===== config.mk =====
export PLATFORM = sky130hd
export DESIGN_NAME = counter_scan_multi
export DESIGN_NICKNAME = d
export VERILOG_FILES = /design/src/rtl/counter_scan_multi.sv
export SDC_FILE = /design/constraint.sdc
export NUM_CORES = 1
export LEC_CHECK = 0
export BUFFER_PORTS_ARGS = -buffer_cell sky130_fd_sc_hd__clkbuf_2
export CAP_MARGIN = 20
export CORE_UTILIZATION = 55
export CTS_CLUSTER_DIAMETER = 100
export DETAILED_ROUTE_END_ITERATION = 7
export GPL_ROUTABILITY_DRIVEN = 0
export HOLD_SLACK_MARGIN = 0.02
export PLACE_DENSITY = 0.9
export SETUP_SLACK_MARGIN = 0.5
export SYNTH_ARGS = -nofsm -noshare
export SYNTH_HDL_FRONTEND = slang
export SYNTH_SLANG_ARGS = --single-unit

===== constraint.sdc =====
create_clock -name clk -period 4.4 [get_ports clk]
set_input_delay 0.88 -clock clk [delete_from_list [all_inputs] [get_ports clk]]
set_output_delay 0.88 -clock clk [all_outputs]
set_load 0.03 [all_outputs]

===== src/rtl/counter_scan_multi.sv =====
// Up/down event counter whose register doubles as CHAINS parallel scan chains.
// Adds parallel load, wrap/saturate, terminal count, sticky overflow and scan-group tracking.
module counter_scan_multi #(
  parameter int WIDTH    = 16,
  parameter int CHAINS   = 2,
  parameter int SATURATE = 0
) (
  input  logic              clk,
  input  logic              rst,
  input  logic              enable,
  input  logic              up_dn,
  input  logic              load,
  input  logic [WIDTH-1:0]  load_val,
  input  logic              scan_en,
  input  logic [CHAINS-1:0] scan_in,
  output logic [WIDTH-1:0]  count_out,
  output logic [CHAINS-1:0] scan_out,
  output logic              tc,
  output logic              ovf,
  output logic              shift_done,
  output logic              shift_abort
);

  localparam int L  = WIDTH / CHAINS;
  localparam int CW = (L > 1) ? $clog2(L) : 1;

  typedef enum logic {FUNC, SHIFT} state_t;

  state_t           state, state_nxt;
  logic [CW-1:0]    shift_cnt, shift_cnt_nxt;
  logic             done_nxt, abort_nxt;
  logic [WIDTH-1:0] count_nxt, shifted;
  logic             ovf_nxt;

  // Each chain shifts toward its own MSB; the MSB is the serial output.
  for (genvar k = 0; k < CHAINS; k++) begin : g_chain
    assign shifted[k*L +: L] = {count_out[k*L +: L-1], scan_in[k]};
    assign scan_out[k]       = count_out[k*L + L - 1];
  end

  assign tc = up_dn ? (&count_out) : ~(|count_out);

  // NOTE: every variable gets a default before any branch, so no latch can be inferred.
  always_comb begin
    count_nxt = count_out;
    ovf_nxt   = ovf;
    if (scan_en) begin
      count_nxt = shifted;
    end else if (load) begin
      count_nxt = load_val;
      ovf_nxt   = 1'b0;
    end else if (enable) begin
      if (up_dn) begin
        if (&count_out) begin
          ovf_nxt   = 1'b1;
          count_nxt = (SATURATE != 0) ? count_out : '0;
        end else begin
          count_nxt = count_out + WIDTH'(1);
        end
      end else begin
        if (~|count_out) begin
          ovf_nxt   = 1'b1;
          count_nxt = (SATURATE != 0) ? count_out : '1;
        end else begin
          count_nxt = count_out - WIDTH'(1);
        end
      end
    end
  end

  always_comb begin
    state_nxt     = state;
    shift_cnt_nxt = shift_cnt;
    done_nxt      = 1'b0;
    abort_nxt     = 1'b0;
    case (state)
      FUNC: begin
        if (scan_en) begin
          state_nxt     = SHIFT;
          shift_cnt_nxt = CW'(1);
        end
      end
      SHIFT: begin
        if (scan_en) begin
          if (shift_cnt == CW'(L-1)) begin
            done_nxt      = 1'b1;
            shift_cnt_nxt = '0;
          end else begin
            shift_cnt_nxt = shift_cnt + CW'(1);
          end
        end else begin
          abort_nxt     = (shift_cnt != '0);
          shift_cnt_nxt = '0;
          state_nxt     = FUNC;
        end
      end
      default: begin
        state_nxt     = FUNC;
        shift_cnt_nxt = '0;
      end
    endcase
  end

  // NOTE: sequential state uses non-blocking assignments so all registers sample pre-edge values.
  always_ff @(posedge clk or posedge rst) begin
    if (rst) begin
      state       <= FUNC;
      shift_cnt   <= '0;
      count_out   <= '0;
      ovf         <= 1'b0;
      shift_done  <= 1'b0;
      shift_abort <= 1'b0;
    end else begin
      state       <= state_nxt;
      shift_cnt   <= shift_cnt_nxt;
      count_out   <= count_nxt;
      ovf         <= ovf_nxt;
      shift_done  <= done_nxt;
      shift_abort <= abort_nxt;
    end
  end

endmodule


==> reports/summary.txt, run 1 <==
Max Freq = 0.298 GHz
dpl cells = 354
proportion of synthesized area in mux cells = 1.40%
reg2reg start = count_out[1]
CTS resizes = 0
most common cell in the synthesized netlist = nor2_1
area share of the largest cell type after synthesis = 25.8%
Worst VDD drop = 0.187 mV
Syn. warnings = 0
WHS Path Cells = 2
Static Leak = 1.03 nW
Setup-failing EPs final = 0
EDFF count, synth = 0
sequential fraction of the synthesis area = 25.8%
Post-CTS Repair Setup Buffers = 0
die width = 65.7 um
CTS sink cnt = 23
drt first pass iters = 5
root buffer cell = clkbuf_8
DRC errors left = 0
Initial Utilization = 59.2%
Mapped Cells = 286
TritonCTS Buffers = 3
Worst Reg-to-Reg Cells = 5
Slowest-stage cell, CP = nor4_4
main combinational cell family by area after synthesis = compound AO/OA/AOI/OAI gates
non-filler cells, final = 359
Area Overhead vs Synth = 9.87%
CTS H-Tree Depth = 1
largest net degree at the start of global routing = 29
GRT Util Overall = 34.2%
Adder-Cell Fraction of Synth Area = 3.36%
post-DP HPWL = 4890 um
Pint = 0.000426 W
Final min period = 3.35 ns
flop and latch count out of synthesis = 23
Cell Chain, Critical Path = nor4_4, and3_1, nand2_4, nor2_1, a41o_1, clkbuf_2
fraction of synthesized cell area in xor and xnor cells = 3.14%
Final WS setup = 1.05 ns
Commonest cells post-synth = 29 x nor2_1, 23 x dfrtp_1, 19 x a21oi_1, 18 x nand2_1, 17 x o21ai_0
average wire per standard cell = 19.5 um
CP endpoint kind = output pin
initial antenna violation count = 0
Worst path top cell family by delay = simple AND/OR/NAND/NOR gates
status = finished clean
Slew @ Worst Pin = 0.802 ns
critical path fanouts, max = 14
drt total wl = 7020 um
core footprint = 0.00377 mm2
worst hold path endpoint = ovf
Slew headroom = 46.3%
max incr delay on CP = 0.59 ns
Min-Delay Startpoint = ovf
worst path arrival time = 2.47 ns
fraction of layout cells with a size suffix above 1 = 19.9%
clk slew on worst S/H paths = 0.10 ns
Ports = 46
Final #Nets = 342
Mapped Area = 0.00223 mm2
Buf/Inv on CP = 1
CTS max path bufs = 2
Syn Area/Cell = 7.80 um2
sequential power share = 41.8%
vias = 2566
Via-to-Cell Ratio = 7.15
pwr dens = 337 mW/mm2
Post-synth ARST share = 100%
clock latency at the later pin of the worst-skew pair = 0.28 ns
TritonCTS clock tree = done
post-route ant nets = 0
Clk pwr share = 17.5%
Initial DRC Count = 433
Clock Skew = 0.00706 ns
top post-synthesis cells by area = dfrtp_1 26%, nor2_1 4.9%, a21oi_1 4.3%
Logic pwr share = 40.7%
Post-Synth Simple-Gate Area = 28.2%
Net Sw Frac = 48.5%
GRT overflow = 0
RR Endpoint = count_out[0]
post-place setup slack = 1.45 ns
vias in the first global route = 2323
Slew Limit Fails = 0
cell taking the most area after synthesis = dfrtp_1
RSZ-0062 raised after global routing = false
Compound-Gate Fraction of Synth Area = 29.8%
R2R Setup Slk = 2.20 ns
Worst EP required = 3.52 ns
crit path kind = flip-flop to output pin
fill cell count = 323
cts hold-fix bufs = 0
max cap viols = 0
Tcrit/Tclk final = 76.2%
count of cell types in the netlist = 62
startpoint types = flip-flop
Hold Path Class = flip-flop to flip-flop
floorplan row count = 22
Post-Route Setup TNS = 0 ns
PortBufs = 45
ANT cells = 0
syn nets = 316
full die area = 0.00432 mm2
Sw Pwr = 0.000402 W
Die Y = 65.7 um
final hold viol count = 0
global-route wire length before repair = 11300 um
ys flop type = dfrtp_1
## cell type report
class                   count  area [um2]  share of cell area, %
clock buffers               3        41.3                   1.68
inverters                  15        56.3                   2.30
clock inverters             1        7.51                  0.306
repair buffers             46         240                   9.80
flip-flops and latches     23         576                   23.5
multi-input cells         223        1470                   60.0
well taps                  48        60.1                   2.45
## registers in the layout, summed over array words and instances, names as in the netlist
signal,flops
ovf,1
state,1
shift_done,1
count_out,16
shift_cnt,3
shift_abort,1
## power by group through the flow
| stage | sequential [W] | combinational, W | clock [W] |
|---|---|---|---|
| after floorplan | 0.000340 | 0.000247 | 0 |
| after global placement | 0.000342 | 0.000321 | 0 |
| after detailed placement | 0.000345 | 0.000327 | 0 |
| after CTS | 0.000341 | 0.000329 | 0.000143 |
| after global routing | 0.000351 | 0.000363 | 0.000153 |
| final | 0.000346 | 0.000336 | 0.000145 |
## layer usage
layer | up-vias | global-route usage, % | share of wire [%]
met1 | 1178 | 45.7 | 39
li1 | 1125 | - | -
met4 | 0 | 18.8 | 4.1
met5 | - | 0 | 0
met3 | 41 | 7.99 | 14
met2 | 222 | 50.1 | 43
## how the worst max path moves through the flow
stage                             from  endpoint  slack [ns]  depth (start not counted)
after floorplan           count_out[4]        tc        1.68                          7
after global placement    count_out[2]        tc        1.50                          6
after detailed placement  count_out[2]        tc        1.45                          6
after CTS                 count_out[2]        tc        1.11                          6
after global routing      count_out[2]        tc        0.98                          6
final                     count_out[2]        tc        1.05                          6
## worst reg2reg max path, delay by kind of cell (launching register included)
kind | cells | cell delay [ns]
compound gates | 2 | 0.61
fa+ha+maj | 1 | 0.38
buf+inv | 1 | 0.15
flops | 1 | 0.57
simple gates | 1 | 0.37
## cell families (layout without fill, tap and decap cells)
logic type,count (synthesis),count (layout)
mux,3,3
flops,23,23
fa+ha+maj,6,6
compound gates,96,96
simple gates,110,110
xor+xnor,8,8
buf+inv,40,65
## placed cells by master (no fill, tap or decap), types with 3 or more instances in the layout
cell type | netlist | final
nor4_1 | 3 | 3
clkbuf_8 | 0 | 3
nand2b_1 | 3 | 3
dfrtp_1 | 23 | 23
clkbuf_2 | 0 | 45
xor2_1 | 4 | 4
a22oi_1 | 3 | 3
and3_1 | 6 | 6
nand2_1 | 18 | 18
nor2b_1 | 3 | 3
ha_1 | 6 | 6
o211ai_1 | 4 | 4
xnor2_1 | 4 | 4
a21oi_1 | 19 | 19
a221oi_1 | 3 | 3
inv_1 | 14 | 14
nand3_1 | 13 | 13
a22o_1 | 4 | 4
nor3_1 | 8 | 8
a211oi_1 | 6 | 6
or3_1 | 3 | 3
a41oi_1 | 3 | 3
nor2_1 | 29 | 29
o31ai_1 | 3 | 3
o21ai_0 | 17 | 17
a31oi_1 | 5 | 5
nand4_1 | 6 | 6
o22ai_1 | 7 | 7
## through the flow
| step | total power, W | hold slack (ns) | util [%] | cell area (um2) |
|---|---|---|---|---|
| finish | 0.000827 | 0.544 | 65.0 | 2450 |
| global route | 0.000867 | 0.569 | 65.0 | 2450 |
| CTS | 0.000812 | 0.547 | 64.6 | 2440 |
| detailed placement | 0.000672 | 0.526 | 63.3 | 2390 |
| global placement | 0.000663 | 0.515 | 63.3 | 2390 |
| floorplan | 0.000588 | 0.485 | - | 2230 |
Note: power is estimated with default switching activity, not from simulation.
==> run 2: changes to the inputs <==
clock period = 3.5 ns   (was 4.4 ns; I/O delays follow)
==> run 2 against run 1 <==
Hold slack worse by 0.0013 ns. Global-route usage grew 1.3 points. Critical endpoint unchanged. Routed wire length increased by 2.9%. Power up 27%. Clock power grew 23%. Die area stayed put. Sequential share of layout area decreased by 0.39 points. Sequential power grew 25%. Sequential cell count unchanged.
==> reports/summary.txt, run 2 (synthesis gave the netlist of run 1 again) <==
Die Y = 65.7 um
critical path fanouts, max = 13
CTS sink cnt = 23
crit path kind = flip-flop to output pin
Tcrit/Tclk final = 82.2%
TritonCTS clock tree = done
die width = 65.7 um
initial antenna violation count = 0
clock latency at the later pin of the worst-skew pair = 0.27 ns
Worst VDD drop = 0.258 mV
vias = 2609
Post-Route Setup TNS = 0 ns
max incr delay on CP = 0.59 ns
Final #Nets = 347
Slew @ Worst Pin = 0.913 ns
full die area = 0.00432 mm2
fraction of layout cells with a size suffix above 1 = 21.5%
Initial Utilization = 59.2%
pwr dens = 420 mW/mm2
Largest register FFs = 16
fill cell count = 327
RSZ-0062 raised after global routing = false
max cap viols = 0
non-filler cells, final = 364
clk slew on worst S/H paths = 0.09 ns
Slowest-stage cell, CP = dfrtp_1
most common cell after layout, fill and taps aside = clkbuf_2
Setup-failing EPs final = 0
Worst EP required = 2.80 ns
most frequent cells in the layout = 45 x clkbuf_2, 29 x nor2_1, 23 x dfrtp_1
Initial DRC Count = 391
final hold viol count = 0
status = finished clean
post-route ant nets = 0
post-DP HPWL = 5020 um
Slew headroom = 39.1%
Post-Route Utilization = 66.1%
drt total wl = 7220 um
Cell Chain, Critical Path = nor4_4, and3_1, nand2_4, nor2_1, a41o_1, clkbuf_2
startpoint types = flip-flop
Max Freq = 0.347 GHz
Tot Pwr = 0.00105 W
core footprint = 0.00377 mm2
PortBufs = 45
Slew Limit Fails = 0
DRC errors left = 0
GRT Util Overall = 35.5%
Via-to-Cell Ratio = 7.17
TritonCTS Buffers = 3
CP endpoint kind = output pin
biggest regs = count_out: 16 flops, shift_cnt: 3 flops
dpl cells = 359
Area Overhead vs Synth = 11.7%
vias in the first global route = 2410
Clock Skew = 0.00201 ns
Static Leak = 1.06 nW
GRT overflow = 0
Final min period = 2.88 ns
global-route wire length before repair = 11600 um
floorplan row count = 22
root buffer cell = clkbuf_8
worst path arrival time = 2.18 ns
most flop-heavy register = count_out
drt first pass iters = 6
CTS max path bufs = 2
CTS H-Tree Depth = 1
Ports = 46
largest net degree at the start of global routing = 28
Hold Path Class = flip-flop to flip-flop
average wire per standard cell = 19.8 um
ANT cells = 0
==> run 2: worst paths after layout <==
check	from	end	slack (ns)	cells past startpoint
hold / removal	ovf	ovf	0.54	2
hold reg to reg	ovf	ovf	0.54	2
setup / recovery	count_out[3]	tc	0.62	6
setup reg to reg	count_out[0]	count_out[5]	1.26	5
max in group asynchronous	rst	count_out[3]	2.35	2
min in group asynchronous	rst	count_out[13]	0.59	2
==> run 2: stage by stage <==
stage	setup slack, ns	cell area, um2	hold WS (ns)
6_report	0.621	2490	0.543
5_1_grt	0.521	2490	0.557
4_1_cts	0.601	2480	0.541
3_3_place_gp	0.811	2430	0.515
3_5_place_dp	0.724	2430	0.517
2_1_floorplan	0.958	2230	0.485
==> run 2: metal layers <==
| metal | vias to the layer above | GRT usage [%] | share of wire [%] |
|---|---|---|---|
| met5 | - | 0 | 0 |
| met2 | 227 | 52.8 | 43 |
| li1 | 1145 | - | - |
| met3 | 68 | 9.55 | 14 |
| met1 | 1169 | 45.3 | 38 |
| met4 | 0 | 21.2 | 5.7 |
==> run 2: timing repair <==
item / CTS / global route
cloned: 0 / 0
gates resized for setup: 0 / 2
hold buffers: 0 / 0
pin swaps: 1 / 0
endpoints found under the setup margin: 1 / 1
setup buffers: 1 / 0
==> run 2: worst max-delay path, delay by kind of cell, from the launching register on <==
kind            cells  cell delay [ns]
buf+inv             1             0.20
compound gates      1             0.12
simple gates        4             1.00
flops               1             0.59
==> run 2: where the power goes <==
part	total (W)	internal, W	leakage [nW]	switching [W]
clock	0.000179	0.0000807	0.0217	0.0000986
sequential	0.000434	0.000304	0.275	0.000130
combinational	0.000434	0.000156	0.761	0.000278
total	0.00105	0.000540	1.06	0.000507
==> run 2: layout make-up <==
cell class	count	area [um2]	share of cell area, %
multi-input cells	223	1480	59.5
flip-flops and latches	23	576	23.1
repair buffers	51	270	10.8
well taps	48	60.1	2.41
inverters	15	56.3	2.26
clock buffers	3	41.3	1.66
clock inverters	1	7.51	0.301
==> run 3: changes to the inputs <==
ABC_AREA = 1   (was default)
clock period = 2.9 ns   (was 3.5 ns; I/O delays follow)
==> run 3 against run 2 <==
Design area up 12%. Synthesized cell count up 35%. Die area up 5.3%. Critical path type unchanged. Sequential cell count unchanged. Clock skew up 0.0075 ns. Largest power group is now combinational logic. Combinational power up 35%. Via count up 10%. Count of clock-buffer cells in the layout unchanged. Area after synthesis up 5.4%. Global-route usage down 1.4 points. Power up 21%. Clock power up 21%.
==> reports/summary.txt, run 3 <==
Syn. warnings = 0
Tcrit/Tclk final = 84.0%
RSZ-0062 raised after global routing = true
Slew Limit Fails = 0
initial antenna violation count = 0
Slew @ Worst Pin = 0.607 ns
Initial DRC Count = 356
Largest register FFs = 16
ys flop type = dfrtp_1
die width = 67.4 um
Syn Area/Cell = 6.10 um2
syn nets = 416
Post-synth ARST share = 100%
core footprint = 0.00406 mm2
CTS H-Tree Depth = 1
Post-Route Utilization = 68.6%
Worst EP required = 2.32 ns
Hold Path Class = input pin to asynchronous set/reset pin
pwr dens = 456 mW/mm2
ANT cells = 0
PortBufs = 45
top post-synthesis cells by area = dfrtp_1 24%, nand2_1 20%, nand3_1 9.1%
crit path kind = flip-flop to output pin
Clk pwr share = 17.1%
Final #Nets = 464
Post-Route Setup TNS = 0 ns
Setup-failing EPs final = 0
CP endpoint kind = output pin
drt total wl = 7480 um
status = finished clean
Clock Skew = 0.00952 ns
startpoint types = flip-flop
sequential power share = 36.8%
count of cell types in the netlist = 32
Static Leak = 1.42 nW
TritonCTS clock tree = done
CTS max path bufs = 2
GRT Util Overall = 34.1%
post-DP HPWL = 4940 um
EDFF count, synth = 0
max cap viols = 0
R2R Setup Slk = 0.90 ns
largest net degree at the start of global routing = 24
cts hold-fix bufs = 0
average wire per standard cell = 15.5 um
drt first pass iters = 6
cell taking the most area after synthesis = dfrtp_1
Hold WS = 0.241 ns
sequential fraction of the synthesis area = 24.5%
root buffer cell = clkbuf_8
Worst VDD drop = 0.311 mV
most frequent cells in the layout = 127 x nand2_1, 44 x clkbuf_2, 42 x nand3_1
most common cell in the synthesized netlist = nand2_1
Logic pwr share = 46.1%
clk slew on worst S/H paths = 0.10 ns
DRC errors left = 0
clock latency at the later pin of the worst-skew pair = 0.28 ns
Mapped Area = 0.00235 mm2
vias = 2869
floorplan row count = 23
Die Y = 67.4 um
critical path fanouts, max = 4
most flop-heavy register = count_out
flop and latch count out of synthesis = 23
worst path arrival time = 1.86 ns
area share of the largest cell type after synthesis = 24.5%
fraction of layout cells with a size suffix above 1 = 24.9%
Slew headroom = 59.4%
Via-to-Cell Ratio = 5.94
Mapped Cells = 386
Tot Pwr = 0.00127 W
most common cell after layout, fill and taps aside = nand2_1
Commonest cells post-synth = 128 x nand2_1, 43 x nand3_1, 41 x nor2_1, 38 x inv_1, 23 x dfrtp_1
full die area = 0.00454 mm2
Sw Pwr = 0.000606 W
fill cell count = 329
final hold viol count = 0
GRT overflow = 0
Pint = 0.000664 W
biggest regs = count_out: 16 flops, shift_cnt: 3 flops
Initial Utilization = 58.0%
Area Overhead vs Synth = 18.3%
vias in the first global route = 2565
Net Sw Frac = 47.7%
Final min period = 2.44 ns
Final WS setup = 0.464 ns
post-route ant nets = 0
TritonCTS Buffers = 3
Ports = 46
global-route wire length before repair = 11700 um
CTS sink cnt = 23
post-place setup slack = 0.524 ns
Max Freq = 0.410 GHz
==> run 3: changes by cell type in the layout (fill, tap and decap cells not counted), moves of 6 or more <==
cell / delta
and3_1: -6
dfrtp_2: +8
dfrtp_1: -8
o21ai_1: +7
nand2_1: +109
nor2_2: +8
o21ai_0: -11
xor2_1: +6
nor2_1: +11
buf_4: +12
inv_1: +22
nor2_4: +6
nand3_1: +29
==> run 3: worst max-delay path, cell delays in order (launching register included) <==
cell and delay, ns:
dfrtp_2 0.49, inv_4 0.10, ha_4 0.15, nand2_2 0.07, nor3_4 0.24, nand4_1 0.18, o21ai_2 0.20, buf_6 0.15
==> run 3: final timing paths <==
path	startpoint	endpoint	cells after the start
worst max-delay path	count_out[0]	tc	7
worst min-delay path	rst	count_out[6]	2
worst max register to register	count_out[0]	count_out[12]	10
worst min register to register	ovf	ovf	2
max in group asynchronous	rst	count_out[4]	3
min in group clk	ovf	ovf	2
==> run 3: logic make-up after synthesis <==
| family | after synthesis | share of synthesized area (%) |
|---|---|---|
| xor gates and xnor gates | 11 | 4.09 |
| adders and majority gates | 6 | 3.19 |
| AOI/OAI and AO/OA | 42 | 10.4 |
| buffers and inverters | 61 | 12.2 |
| DFF | 23 | 24.5 |
| and+or+nand+nor | 243 | 45.7 |
==> run 3: metal layers <==
| layer | vias to the layer above | global-route usage (%) | share of wire [%] | routed length (um) |
|---|---|---|---|---|
| li1 | 1315 | - | - | - |
| met1 | 1287 | 43.3 | 38 | 2810 |
| met2 | 212 | 56.3 | 46 | 3460 |
| met3 | 55 | 3.89 | 11 | 822 |
| met4 | 0 | 17.8 | 5.2 | 391 |
| met5 | - | 0 | 0 | 0 |
==> run 3: area by class of cell <==
| class | count | area [um2] | share of cell area [%] |
|---|---|---|---|
| repair buffers | 64 | 382 | 13.7 |
| flip-flops and latches | 23 | 586 | 21.0 |
| well taps | 50 | 62.6 | 2.25 |
| clock inverters | 1 | 7.51 | 0.270 |
| clock buffers | 3 | 41.3 | 1.48 |
| multi-input cells | 302 | 1550 | 55.7 |
| inverters | 40 | 155 | 5.57 |
==> run 3: power by group through the flow <==
stage	Combinational, W	Sequential (W)	Clock (W)
4_1_cts	0.000536	0.000451	0.000226
2_1_floorplan	0.000382	0.000479	0
6_report	0.000585	0.000467	0.000217
5_1_grt	0.000637	0.000473	0.000235
3_5_place_dp	0.000517	0.000459	0
3_3_place_gp	0.000509	0.000453	0
==> run 3: through the flow <==
stage | instances | area, um2
6_report | 483 | 2790
3_3_place_gp | 464 | 2540
2_1_floorplan | 386 | 2350
3_5_place_dp | 464 | 2540
5_1_grt | 483 | 2790
4_1_cts | 475 | 2670
==> run 3: repair_timing <==
| action | 4_1_cts | 5_1_grt |
|---|---|---|
| cloned | 0 | 0 |
| buffers inserted | 7 | 7 |
| resized for setup | 7 | 19 |
| pin swaps | 5 | 6 |
| endpoints found under the setup margin | 1 | 1 |
